`config.mk`:
```
export PLATFORM = sky130hd
export DESIGN_NAME = evt_window_counter_flat
export DESIGN_NICKNAME = d
export VERILOG_FILES = /design/src/rtl/evt_window_counter_pkg.sv /design/src/rtl/evt_window_counter_if.sv /design/src/rtl/evt_window_counter_edge_det.sv /design/src/rtl/evt_window_counter.sv /design/src/flat_wrapper.sv
export SDC_FILE = /design/constraint.sdc
export NUM_CORES = 1
export LEC_CHECK = 0
export BUFFER_PORTS_ARGS = -buffer_cell sky130_fd_sc_hd__buf_2
export CORE_MARGIN = 3
export CORE_UTILIZATION = 30
export CTS_BUF_LIST = sky130_fd_sc_hd__clkbuf_8 sky130_fd_sc_hd__clkbuf_16
export DETAILED_ROUTE_END_ITERATION = 6
export SYNTH_ARGS = -nofsm -noshare
export SYNTH_HDL_FRONTEND = slang
export SYNTH_SLANG_ARGS = --single-unit
export TNS_END_PERCENT = 20
```
`constraint.sdc`:
```
create_clock -name clk -period 1.6 [get_ports clk]
set_clock_uncertainty 0.2 [all_clocks]
set_input_delay 0.16 -clock clk [delete_from_list [all_inputs] [get_ports clk]]
set_output_delay 0.16 -clock clk [all_outputs]
set_load 0.02 [all_outputs]
```
`src/rtl/evt_window_counter_pkg.sv`:
```
// evt_win_pkg: shared FSM state type and saturating-increment helper for the window counter
package evt_win_pkg;
  typedef enum logic {IDLE, RUN} evt_win_state_t;
  function automatic logic [31:0] sat_inc(input logic [31:0] value, input int unsigned width);
    logic [31:0] max;
    max = (width >= 32) ? '1 : (32'd1 << width) - 32'd1;
    return (value >= max) ? max : value + 32'd1;
  endfunction
endpackage

```
`src/rtl/evt_window_counter_if.sv`:
```
// evt_window_counter_if: result handshake (count, sat flag, drop counter) between counter and consumer
interface evt_window_counter_if #(parameter int CNT_W = 8) ();
  logic [CNT_W-1:0] cnt_data;
  logic [CNT_W-1:0] drop_cnt;
  logic cnt_valid;
  logic cnt_ready;
  logic cnt_sat;
  modport master(output cnt_data, cnt_valid, cnt_sat, drop_cnt, input cnt_ready);
  modport slave(input cnt_data, cnt_valid, cnt_sat, drop_cnt, output cnt_ready);
endinterface

```
`src/rtl/evt_window_counter_edge_det.sv`:
```
// evt_win_edge_det: rising-edge detector with optional 2-flop synchronizer (EVT_WIN_SYNC_EN)
module evt_win_edge_det (
  input  logic clk,
  input  logic rst,
  input  logic evt_in,
  output logic rise
);
  logic evt_s, prev;
`ifdef EVT_WIN_SYNC_EN
  logic [1:0] sync;
  // two-flop synchronizer for an event line from a foreign clock domain
  always_ff @(posedge clk or posedge rst)
    if (rst) sync <= '0;
    else sync <= {sync[0], evt_in};
  assign evt_s = sync[1];
`else
  assign evt_s = evt_in;
`endif
  // previous sample; reset low so a line already high counts as one edge
  always_ff @(posedge clk or posedge rst)
    if (rst) prev <= 1'b0;
    else prev <= evt_s;
  assign rise = evt_s & ~prev;
endmodule

```
`src/rtl/evt_window_counter.sv`:
```
// evt_window_counter: counts event rising edges per WIN_CYC-cycle window, valid/ready result, drop counter (EVT_WIN_SYNC_EN selects input sync)
module evt_window_counter
  import evt_win_pkg::*;
#(
  parameter int CNT_W   = 8,
  parameter int WIN_CYC = 16
) (
  input logic clk,
  input logic rst,
  input logic en,
  input logic evt_in,
  evt_window_counter_if.master bus
);
  localparam int TW = $clog2(WIN_CYC);
  localparam logic [CNT_W-1:0] MAX = '1;
  localparam logic [TW-1:0] LAST = TW'(WIN_CYC - 1);
  evt_win_state_t state, state_n;
  logic [TW-1:0] timer, timer_n;
  logic [CNT_W-1:0] acc, acc_n, data_n, drop_n;
  logic sat, sat_n, valid_n, osat_n, rise;
  evt_win_edge_det u_edge (.clk(clk), .rst(rst), .evt_in(evt_in), .rise(rise));
  // next state: idle/abort clears the partial window, window close loads or drops the result
  always_comb begin
    state_n = state;
    timer_n = timer;
    acc_n = acc;
    sat_n = sat;
    data_n = bus.cnt_data;
    osat_n = bus.cnt_sat;
    drop_n = bus.drop_cnt;
    valid_n = bus.cnt_valid & ~bus.cnt_ready;
    if (state == IDLE || !en) begin
      state_n = (state == IDLE && en) ? RUN : IDLE;
      timer_n = '0;
      acc_n = '0;
      sat_n = 1'b0;
    end else begin
      acc_n = rise ? CNT_W'(sat_inc(32'(acc), CNT_W)) : acc;
      sat_n = sat | (rise & (acc == MAX));
      timer_n = timer + 1'b1;
      if (timer == LAST) begin
        if (!bus.cnt_valid || bus.cnt_ready) begin
          data_n = acc_n;
          osat_n = sat_n;
          valid_n = 1'b1;
        end else begin
          drop_n = CNT_W'(sat_inc(32'(bus.drop_cnt), CNT_W));
        end
        timer_n = '0;
        acc_n = '0;
        sat_n = 1'b0;
      end
    end
  end
  // state, window accumulator and output register
  always_ff @(posedge clk or posedge rst)
    if (rst) begin
      state <= IDLE;
      timer <= '0;
      acc <= '0;
      sat <= 1'b0;
      bus.cnt_data <= '0;
      bus.cnt_sat <= 1'b0;
      bus.cnt_valid <= 1'b0;
      bus.drop_cnt <= '0;
    end else begin
      state <= state_n;
      timer <= timer_n;
      acc <= acc_n;
      sat <= sat_n;
      bus.cnt_data <= data_n;
      bus.cnt_sat <= osat_n;
      bus.cnt_valid <= valid_n;
      bus.drop_cnt <= drop_n;
    end
endmodule

```
`src/flat_wrapper.sv`:
```
// flat-port wrapper written by rule: the top's interface ports become plain ports
module evt_window_counter_flat import evt_win_pkg::*;
#(
  parameter int CNT_W   = 8,
  parameter int WIN_CYC = 16
)
  (clk, rst, en, evt_in, bus_cnt_data, bus_cnt_valid, bus_cnt_sat, bus_drop_cnt, bus_cnt_ready);
  evt_window_counter_if #(.CNT_W(CNT_W)) bus_i ();
  input logic clk;
  input logic rst;
  input logic en;
  input logic evt_in;
  output wire logic [$bits(bus_i.cnt_data)-1:0] bus_cnt_data;
  output wire logic [$bits(bus_i.cnt_valid)-1:0] bus_cnt_valid;
  output wire logic [$bits(bus_i.cnt_sat)-1:0] bus_cnt_sat;
  output wire logic [$bits(bus_i.drop_cnt)-1:0] bus_drop_cnt;
  input wire logic [$bits(bus_i.cnt_ready)-1:0] bus_cnt_ready;
  assign bus_cnt_data = bus_i.cnt_data;
  assign bus_cnt_valid = bus_i.cnt_valid;
  assign bus_cnt_sat = bus_i.cnt_sat;
  assign bus_drop_cnt = bus_i.drop_cnt;
  assign bus_i.cnt_ready = bus_cnt_ready;
  evt_window_counter #(.CNT_W(CNT_W), .WIN_CYC(WIN_CYC)) u_core (.clk(clk), .rst(rst), .en(en), .evt_in(evt_in), .bus(bus_i));
endmodule
```
# After elaboration in Yosys (flattened, before gate mapping)
# Index checks and enable logic that the tools add are counted.
dict set report totals {
  regBits 33
  input_bits 5
  out_inout_bits 18
  elab_cells 45
}
dict set report op_classes {
  n_addsub 3
  magnitude_cmp 2
  eq_ne 2
  mux 13
  bitwise_logic 9
  reduce_logical 7
}
# operator count
set op_table {}
lappend op_table {{8-bit two-way mux} 5}
lappend op_table {{8-bit by 1-bit adder with 8-bit output, second input constant} 2}
lappend op_table {{8-bit >= comparator, second input constant} 2}
lappend op_table {{8-bit == test, second input constant} 1}
lappend op_table {{4-bit two-way mux} 2}
lappend op_table {{1-bit two-way mux} 6}
lappend op_table {{3-bit AND reduction} 2}
lappend op_table {{1-bit inverter} 5}
lappend op_table {{4-bit by 1-bit adder with 4-bit output, second input constant} 1}
lappend op_table {{4-bit == test, second input constant} 1}
lappend op_table {{1-bit bitwise AND} 3}
lappend op_table {{1-bit zero test} 2}
lappend op_table {{1-bit logical OR} 2}
lappend op_table {{1-bit logical AND} 1}
lappend op_table {{1-bit bitwise OR} 1}

# Depth between registers and ports, before layout
# Gate-level depths: netlist (run 1).
dict set report logic_depth {
  depth_word 6
  depth_mapped 6
}

# Cells and area by module
# From an unflattened synthesis (run 1), not the netlist that was laid out.
dict set report unflattened {
  hier_cells 144
  area_unflattened_um2 1505.2
}
# mod n_inst cells_each area_per_inst_um2 seq_area_each_um2
set by_module_without_submodules {}
lappend by_module_without_submodules {evt_window_counter 1 141 1462.7 800.8}
lappend by_module_without_submodules {evt_win_edge_det 1 3 42.5 25.0}

# Worst setup path after synthesis (run 1)
# Ideal clock, no wire load.
dict set report synth_path {
  kind {register -> register}
  start {register u_core.timer[0]}
  end {register u_core.bus.drop_cnt[4]}
  setup_time_ns 0.128
  t_arrival_ns 1.409
  required_time_ns 1.272
  path_slack_ns -0.137
  path_stages_with_launch 6
  n_path_buf 0
  synth_period_minus_slack_ns 1.737
  cell_sequence {dfrtp_1 > ha_1 > nand3_4 > nor3_4 > nand4_1 > mux2_1}
}
dict set report synth_between {
  elab_chain_cells 2
}
# element line_no
set synth_rtl {}
lappend synth_rtl {{start: declaration} evt_window_counter.sv:18} ;# logic [TW-1:0] timer, timer_n;
lappend synth_rtl {{start signal: assignment} evt_window_counter.sv:68} ;# timer <= timer_n;
lappend synth_rtl {{4-bit == test} evt_window_counter.sv:41} ;# if (timer == LAST) begin
lappend synth_rtl {{3-bit AND reduction (no line)} -}
lappend synth_rtl {{end signal: assignment} evt_window_counter.sv:74} ;# bus.drop_cnt <= drop_n;
lappend synth_rtl {{end: declaration} evt_window_counter_if.sv:8} ;# modport master(output cnt_data, cnt_valid, cnt_sat, drop_cnt, input cnt_ready);
# No other way between the ends.
# A chain may end at the register's enable or synchronous reset.

# Worst setup path in the final report (run 1)
dict set report layout_path {
  start {register u_core.timer[0]}
  end {register u_core.bus.cnt_data[2]}
}
dict set report layout_between {
  elab_chain_cells 2
}
# element line_no
set layout_rtl {}
lappend layout_rtl {{4-bit == test} evt_window_counter.sv:41}
lappend layout_rtl {{3-bit AND reduction (no line)} -}
lappend layout_rtl {{end signal: assignment} evt_window_counter.sv:71} ;# bus.cnt_data <= data_n;
lappend layout_rtl {{end: declaration} evt_window_counter_if.sv:8}
# No other way between the ends.

==> results of run 1 <==
## logic make-up (layout without fill, tap and decap cells)
group	Yosys count	in the layout	synth area share, %
adder cells (fa/ha/maj)	3	3	2.50
XOR/XNOR	6	6	3.51
multiplexers	5	5	3.59
AND/OR/NAND/NOR	56	56	22.6
AO/OA/AOI/OAI	27	27	10.4
buffers and inverters	9	65	2.34
flip-flops	33	33	55.1
## layout by cell type (no fill, tap or decap), drive strengths merged, types with 2 or more instances in the layout
cell	instances
a21oi	13
a31oi	7
a41oi	3
and2	2
and3	4
and4	2
buf	49
clkbuf	7
dfrtp	33
dlygate4sd3	3
ha	3
inv	5
mux2	3
mux2i	2
nand2	11
nand2b	4
nand3	7
nand4	2
nor2	13
nor2b	4
nor3	2
nor3b	2
o21ai	4
xnor2	4
xor2	2
## per-layer routing
layer	share of wire (%)	wire (um)
met1	50	1570
met2	46	1430
met3	3.1	97
met4	0.99	31
met5	0	0
## cell usage after synthesis, types with 2 or more instances
master / n
mux2_2: 2
nand2_1: 10
nand3_1: 6
nor2b_1: 4
nor2_1: 13
xor2_1: 2
o21ai_0: 4
and4_1: 2
a21oi_1: 13
a41oi_1: 3
a31oi_1: 7
nand2b_1: 4
dfrtp_1: 33
ha_1: 3
and3_1: 4
mux2i_1: 2
xnor2_1: 4
clkbuf_1: 3
nand4_1: 2
inv_1: 5
## cell type report
type / count / area [sq um] / area share (%)
clock buffer: 7 / 96.3 / 4.64
clock inverter: 1 / 5.00 / 0.241
inverter: 5 / 18.8 / 0.903
multi-input combinational: 97 / 691 / 33.2
sequential: 33 / 826 / 39.7
tap: 67 / 83.8 / 4.03
timing repair buffer: 52 / 358 / 17.2
## critical path: stages (launching register included)
cell     delay, ns
dfrtp_1       0.39
ha_4          0.16
nand3_4       0.12
nor3b_4       0.20
buf_6         0.15
mux2_4        0.30
## what timing repair did
action | 4_1_cts | 5_1_grt
gates cloned | 1 | 0
endpoints found under the hold margin | 36 | 0
endpoints found under the setup margin | 14 | 28
gates resized for setup | 11 | 3
pin swaps | 5 | 3
setup buffers | 3 | 0
hold buffers | 3 | 0
## how the worst max path moves through the flow
stage / startpoint / to / slack [ns] / cells after the start
2_1_floorplan: u_core.timer[0]$_DFF_PP0_ / u_core.bus.drop_cnt[4]$_DFFE_PP0P_ / -0.1 / 5
3_3_place_gp: u_core.timer[1]$_DFF_PP0_ / u_core.bus.drop_cnt[5]$_DFFE_PP0P_ / -0.04 / 5
3_5_place_dp: u_core.timer[1]$_DFF_PP0_ / u_core.bus.drop_cnt[4]$_DFFE_PP0P_ / -0.10 / 5
4_1_cts: u_core.timer[0]$_DFF_PP0_ / u_core.bus.cnt_data[7]$_DFFE_PP0P_ / -0.05 / 5
5_1_grt: u_core.timer[0]$_DFF_PP0_ / u_core.bus.drop_cnt[4]$_DFFE_PP0P_ / -0.14 / 5
6_report: u_core.timer[0]$_DFF_PP0_ / u_core.bus.cnt_data[2]$_DFFE_PP0P_ / -0.02 / 5
## stage by stage
stage	cell area (sq um)	setup WS [ns]	setup TNS [ns]
finish	2080	-0.0234	-0.0673
global route	2080	-0.136	-1.84
CTS	2070	-0.0470	-0.153
detailed placement	1860	-0.102	-0.707
global placement	1860	-0.0425	-0.156
floorplan	1510	-0.0974	-0.115
## registers in the layout, summed over array words and instances, names as in the netlist
name,count
u_core.acc,8
u_core.bus.cnt_data,8
u_core.bus.cnt_sat,1
u_core.bus.cnt_valid,1
u_core.bus.drop_cnt,8
u_core.sat,1
u_core.state,1
u_core.timer,4
u_core.u_edge.prev,1
## report_power, final
part | leakage [nW] | switching (mW) | internal, mW
clock network | 0.0542 | 0.291 | 0.389
registers | 0.455 | 0.00451 | 0.840
logic | 0.522 | 0.0367 | 0.0253
total | 1.03 | 0.332 | 1.25
==> impl_results.md, run 1 <==
- Status: finished with violations
- Failing checks: setup timing
- Worst skew pair latency: 0.28 ns
- Hold EP: u_core.acc[4]$_DFF_PP0_
- Top cell type's share of synthesized area: 55.1%
- Drt first pass iters: 4
- Normalized max-slew margin: 71.9%
- Busiest grt layer: met2
- Core Rows: 25
- Die Height: 76.7 um
- Final wirelength: 3130 um
- Critical path arrival: 1.58 ns
- Area growth from synthesis to layout: 38.6%
- Syn avg cell area: 10.8 sq um
- Detailed Place HPWL: 2150 um
- Hold Worst Slack: 0.105 ns
- R2R Setup Slk: -0.02 ns
- Filler Cell Count: 450
- Final min period: 1.62 ns
- Register area share after synthesis: 55.1%
- Worst Max-Slew Pin Slew: 0.421 ns
- Worst Path Class, Setup: register to register
- # DRC: 0
- Synth Flop Type: dfrtp_1
- Average wire per standard cell: 12.0 um
- First-pass GRT wire length: 5610 um
- HP Start: en
- Reg2Reg Launch Point: u_core.timer[0]$_DFF_PP0_
- RR Endpoint: u_core.bus.cnt_data[2]$_DFFE_PP0P_
- Distinct cells, synth: 33
- Clock-pin slew on the worst setup and hold paths: 0.07 ns
- GP Congestion: 0.785
- Layout Utilization: 43.4%
- Remaining global-route overflow: 0
- Antenna Nets Post-Route: 0
- Via count: 1189
- Largest area contributor in the netlist: dfrtp_1
- N_diodes: 0
- Cts bufs inserted: 5
- Async SR Flop Fraction: 100%
- RSZ-0062 raised after global routing: yes
- Routing usage on met3: 3.29%
- CP endpoint kind: register
- Setup WS post-layout: -0.0234 ns
- Max FO, Critical Path: 5
- HP Class: input pin to register
- Syn nets: 147
- Worst IR Drop VDD: 0.317 mV
- DIE AREA: 5880 sq um
- CP required: 1.56 ns
- Met2 GRT Util: 17.9%
- Max Cap Viol: 0
- Initial antenna violation count: 0
- Pwr Total: 1.59 mW
- Final hold viol count: 0
- Drt via density: 4.54
- Maximum clock rate: 616 MHz
- Yosys reg bits: 33
- Placed Cells: 247
- IO buf count: 22
- TritonCTS clock tree: done
- CTS Buffer Depth: 2
- Vias in the first global route: 1215
- Pins Over Slew Limit: 0
- Largest net degree at the start of global routing: 34
- H-Tree Depth: 2
- Core area: 4790 sq um
- Clock Tree Root: clkbuf_8
- Top cells by area, synth: dfrtp_1 55%, a21oi_1 4.3%, nor2_1 3.3%
- Crit start category: register
- Hold path cells: 4
- Pleak: 1.03 nW
- Synthesized area: 1500 sq um
- Layout cells sized above 1: 36.4%
- DRT iter0 DRCs: 65
- Nets: 202
- Tot GR Track Use: 11.6%
- Ports: 23
- Initial Util: 31.3%
- Synthesized instance count: 139
- CTS Sinks: 33
- R2R depth: 5
- Synth warnings: 0
- EDFF count, synth: 0
- Final setup fails: 4
- Grt met1 use: 15.9%
- Fin cells: 262
- Pwr/cell area: 763 nW/um^2
- Tcrit/Tclk final: 101%
- Die W: 76.7 um
No activity file was read; power rests on OpenSTA's default activity.
==> run 2: changes to the inputs <==
- ABC_CLOCK_PERIOD_IN_PS: unset -> 1600
- BUFFER_PORTS_ARGS: -buffer_cell sky130_fd_sc_hd__buf_2 -> -buffer_cell sky130_fd_sc_hd__buf_4
==> impl_results.md, run 2 (same netlist as run 1, synthesis figures left out) <==
- Status: finished with violations
- Failing checks: setup timing
- TritonCTS clock tree: done
- Core area: 4790 sq um (unchanged)
- Die W: 76.7 um (unchanged)
- HP Start: en
- Hold EP: u_core.timer[2]$_DFF_PP0_
- DRT iter0 DRCs: 54 (-17%)
- Max FO, Critical Path: 6 (+1)
- Normalized max-slew margin: 72.5% (+0.54 points)
- CP endpoint kind: register
- Final hold viol count: 0 (unchanged)
- RSZ-0062 raised after global routing: yes
- Core Rows: 25 (unchanged)
- Worst skew pair latency: 0.28 ns (about the same)
- Detailed Place HPWL: 2330 um (+8.1%)
- Drt via density: 4.64 (+2.3%)
- Crit start category: register
- HP Class: input pin to register
- Antenna Nets Post-Route: 0 (unchanged)
- IO buf count: 22 (unchanged)
- CTS Buffer Depth: 2 (unchanged)
- Die Height: 76.7 um (unchanged)
- N_diodes: 0 (unchanged)
- Max Cap Viol: 0 (unchanged)
- Setup WS post-layout: -0.0517 ns (-0.0282 ns)
- Crit-path slowest cell: dfrtp_1
- H-Tree Depth: 2 (unchanged)
- Commonest non-fill, non-tap cell in the layout: buf_4
- Worst Path Class, Setup: register to register
- DIE AREA: 5880 sq um (unchanged)
- Average wire per standard cell: 12.4 um (+3.8%)
- Critical path arrival: 1.61 ns (+0.03 ns)
- Final setup fails: 12 (+8)
- DP Area: 1900 sq um (+2.2%)
- Maximum clock rate: 605 MHz (-1.7%)
- Hold path cells: 3 (-1)
- # DRC: 0 (unchanged)
- Via count: 1212 (+1.9%)
- Clock-pin slew on the worst setup and hold paths: 0.07 ns (about the same)
- Tot GR Track Use: 11.8% (+0.20 points)
- RR Endpoint: u_core.bus.drop_cnt[4]$_DFFE_PP0P_
- Initial antenna violation count: 0 (unchanged)
- Largest net degree at the start of global routing: 34 (unchanged)
- Clock Tree Root: clkbuf_8
- Post-route cell area: 2110 sq um (+1.6%)
- Placed Cells: 245 (-0.81%)
- Area growth from synthesis to layout: 40.8%
- R2R Setup Slk: -0.05 ns (-0.03 ns)
- First-pass GRT wire length: 5490 um (-2.2%)
- Dpl ws: -0.157 ns (-0.0551 ns)
- Most frequent cells in the layout: 44 x buf_4, 33 x dfrtp_1, 11 x nor2_1, 11 x a21oi_1, 10 x nand2_1
- CP peak stage delay: 0.40 ns (about the same)
- CP cell instances: ha_4, nand3_4, nor3_4, nand4_1, mux2_1
- Worst Max-Slew Pin Slew: 0.413 ns (-0.00804 ns)
- Filler Cell Count: 435 (-3.3%)
- Cts bufs inserted: 5 (unchanged)
- Final wirelength: 3240 um (+3.4%)
- Drt first pass iters: 4 (unchanged)
- Layout cells sized above 1: 37.1% (+0.70 points)
- CTS Sinks: 33 (unchanged)
- Initial Util: 31.3% (unchanged)
- Largest regs: u_core.acc: 8 flops, u_core.bus.cnt_data: 8 flops, u_core.bus.drop_cnt: 8 flops
- Reg2Reg Launch Point: u_core.timer[1]$_DFF_PP0_
- GP Congestion: 0.865 (+10%)
- Tcrit/Tclk final: 103% (+1.8 points)
- Worst IR Drop VDD: 0.515 mV (+62%)
- Vias in the first global route: 1198 (-1.4%)
- Ports: 23 (unchanged)
- Final min period: 1.65 ns (+0.0282 ns)
- Pleak: 1.01 nW (-1.7%)
- Pins Over Slew Limit: 0 (unchanged)
- Pwr/cell area: 707 nW/um^2 (-7.3%)
- Nets: 201 (-0.50%)
- R2R depth: 5 (unchanged)
- CP required: 1.56 ns (about the same)
- Remaining global-route overflow: 0 (unchanged)
- Fin cells: 261 (-0.38%)
-- run 2: cell types whose count changed in the layout (fill, tap and decap cells not counted), moves of 2 or more --
cell	delta
clkbuf_8	-2
a21oi_1	-2
a21oi_2	+2
buf_4	+21
buf_2	-21
-- run 2: cell type report --
cell class | count | area, sq um | share of cell area, %
flip-flops and latches | 33 | 826 | 39.1
multi-input cells | 97 | 701 | 33.2
repair buffers | 51 | 399 | 18.9
well taps | 67 | 83.8 | 3.97
clock buffers | 5 | 68.8 | 3.26
inverters | 5 | 18.8 | 0.889
clock inverters | 3 | 13.8 | 0.652
-- run 2: through the flow --
stage | utilization, % | hold WS (ns) | setup TNS [ns] | power, mW
6_report | 44.1 | 0.0823 | -0.268 | 1.49
4_1_cts | 43.5 | 0.0764 | -0.378 | 1.51
3_3_place_gp | 39.7 | 0.0776 | -0.270 | 0.915
3_5_place_dp | 39.7 | 0.0884 | -1.12 | 0.921
2_1_floorplan | - | -0.00857 | -0.115 | 0.892
5_1_grt | 44.1 | 0.0893 | -1.98 | 1.57
-- run 2: worst max-delay path by stage --
| stage | from | to | slack [ns] | cells past startpoint |
|---|---|---|---|---|
| final | u_core.timer[1]$_DFF_PP0_ | u_core.bus.drop_cnt[4]$_DFFE_PP0P_ | -0.05 | 5 |
| after detailed placement | u_core.timer[1]$_DFF_PP0_ | u_core.bus.cnt_data[1]$_DFFE_PP0P_ | -0.16 | 6 |
| after floorplan | u_core.timer[0]$_DFF_PP0_ | u_core.bus.drop_cnt[4]$_DFFE_PP0P_ | -0.1 | 5 |
| after CTS | u_core.timer[0]$_DFF_PP0_ | u_core.bus.cnt_data[1]$_DFFE_PP0P_ | -0.07 | 7 |
| after global routing | u_core.timer[1]$_DFF_PP0_ | u_core.bus.cnt_data[2]$_DFFE_PP0P_ | -0.12 | 5 |
| after global placement | u_core.timer[1]$_DFF_PP0_ | u_core.bus.cnt_data[1]$_DFFE_PP0P_ | -0.04 | 6 |
-- run 2: metal layers --
| layer | track usage [%] | part of all wire, % | vias up |
|---|---|---|---|
| met5 | 0 | 0 | - |
| met4 | 7.07 | 1.3 | 0 |
| met3 | 2.70 | 2.7 | 4 |
| met2 | 19.6 | 52 | 20 |
| met1 | 13.9 | 44 | 591 |
| li1 | - | - | 597 |
-- run 2: power breakdown --
group	internal (mW)	total (mW)	switching [mW]
Clock	0.294	0.582	0.288
Sequential	0.840	0.846	0.00556
Combinational	0.0277	0.0646	0.0369
-- run 2: timing repair --
item | CTS | global route
gates cloned | 1 | 0
setup buffers | 4 | 0
pin swaps | 5 | 1
hold buffers | 3 | 0
resized for setup | 9 | 7
endpoints found under the setup margin | 16 | 28
hold endpoints to repair | 36 | 0
-- run 2: critical path: cells and delay by family, from the launching register on --
family | cells | cell delay, ns
adder cells (fa/ha/maj) | 1 | 0.17
AND/OR/NAND/NOR | 3 | 0.43
multiplexers | 1 | 0.33
flip-flops | 1 | 0.40
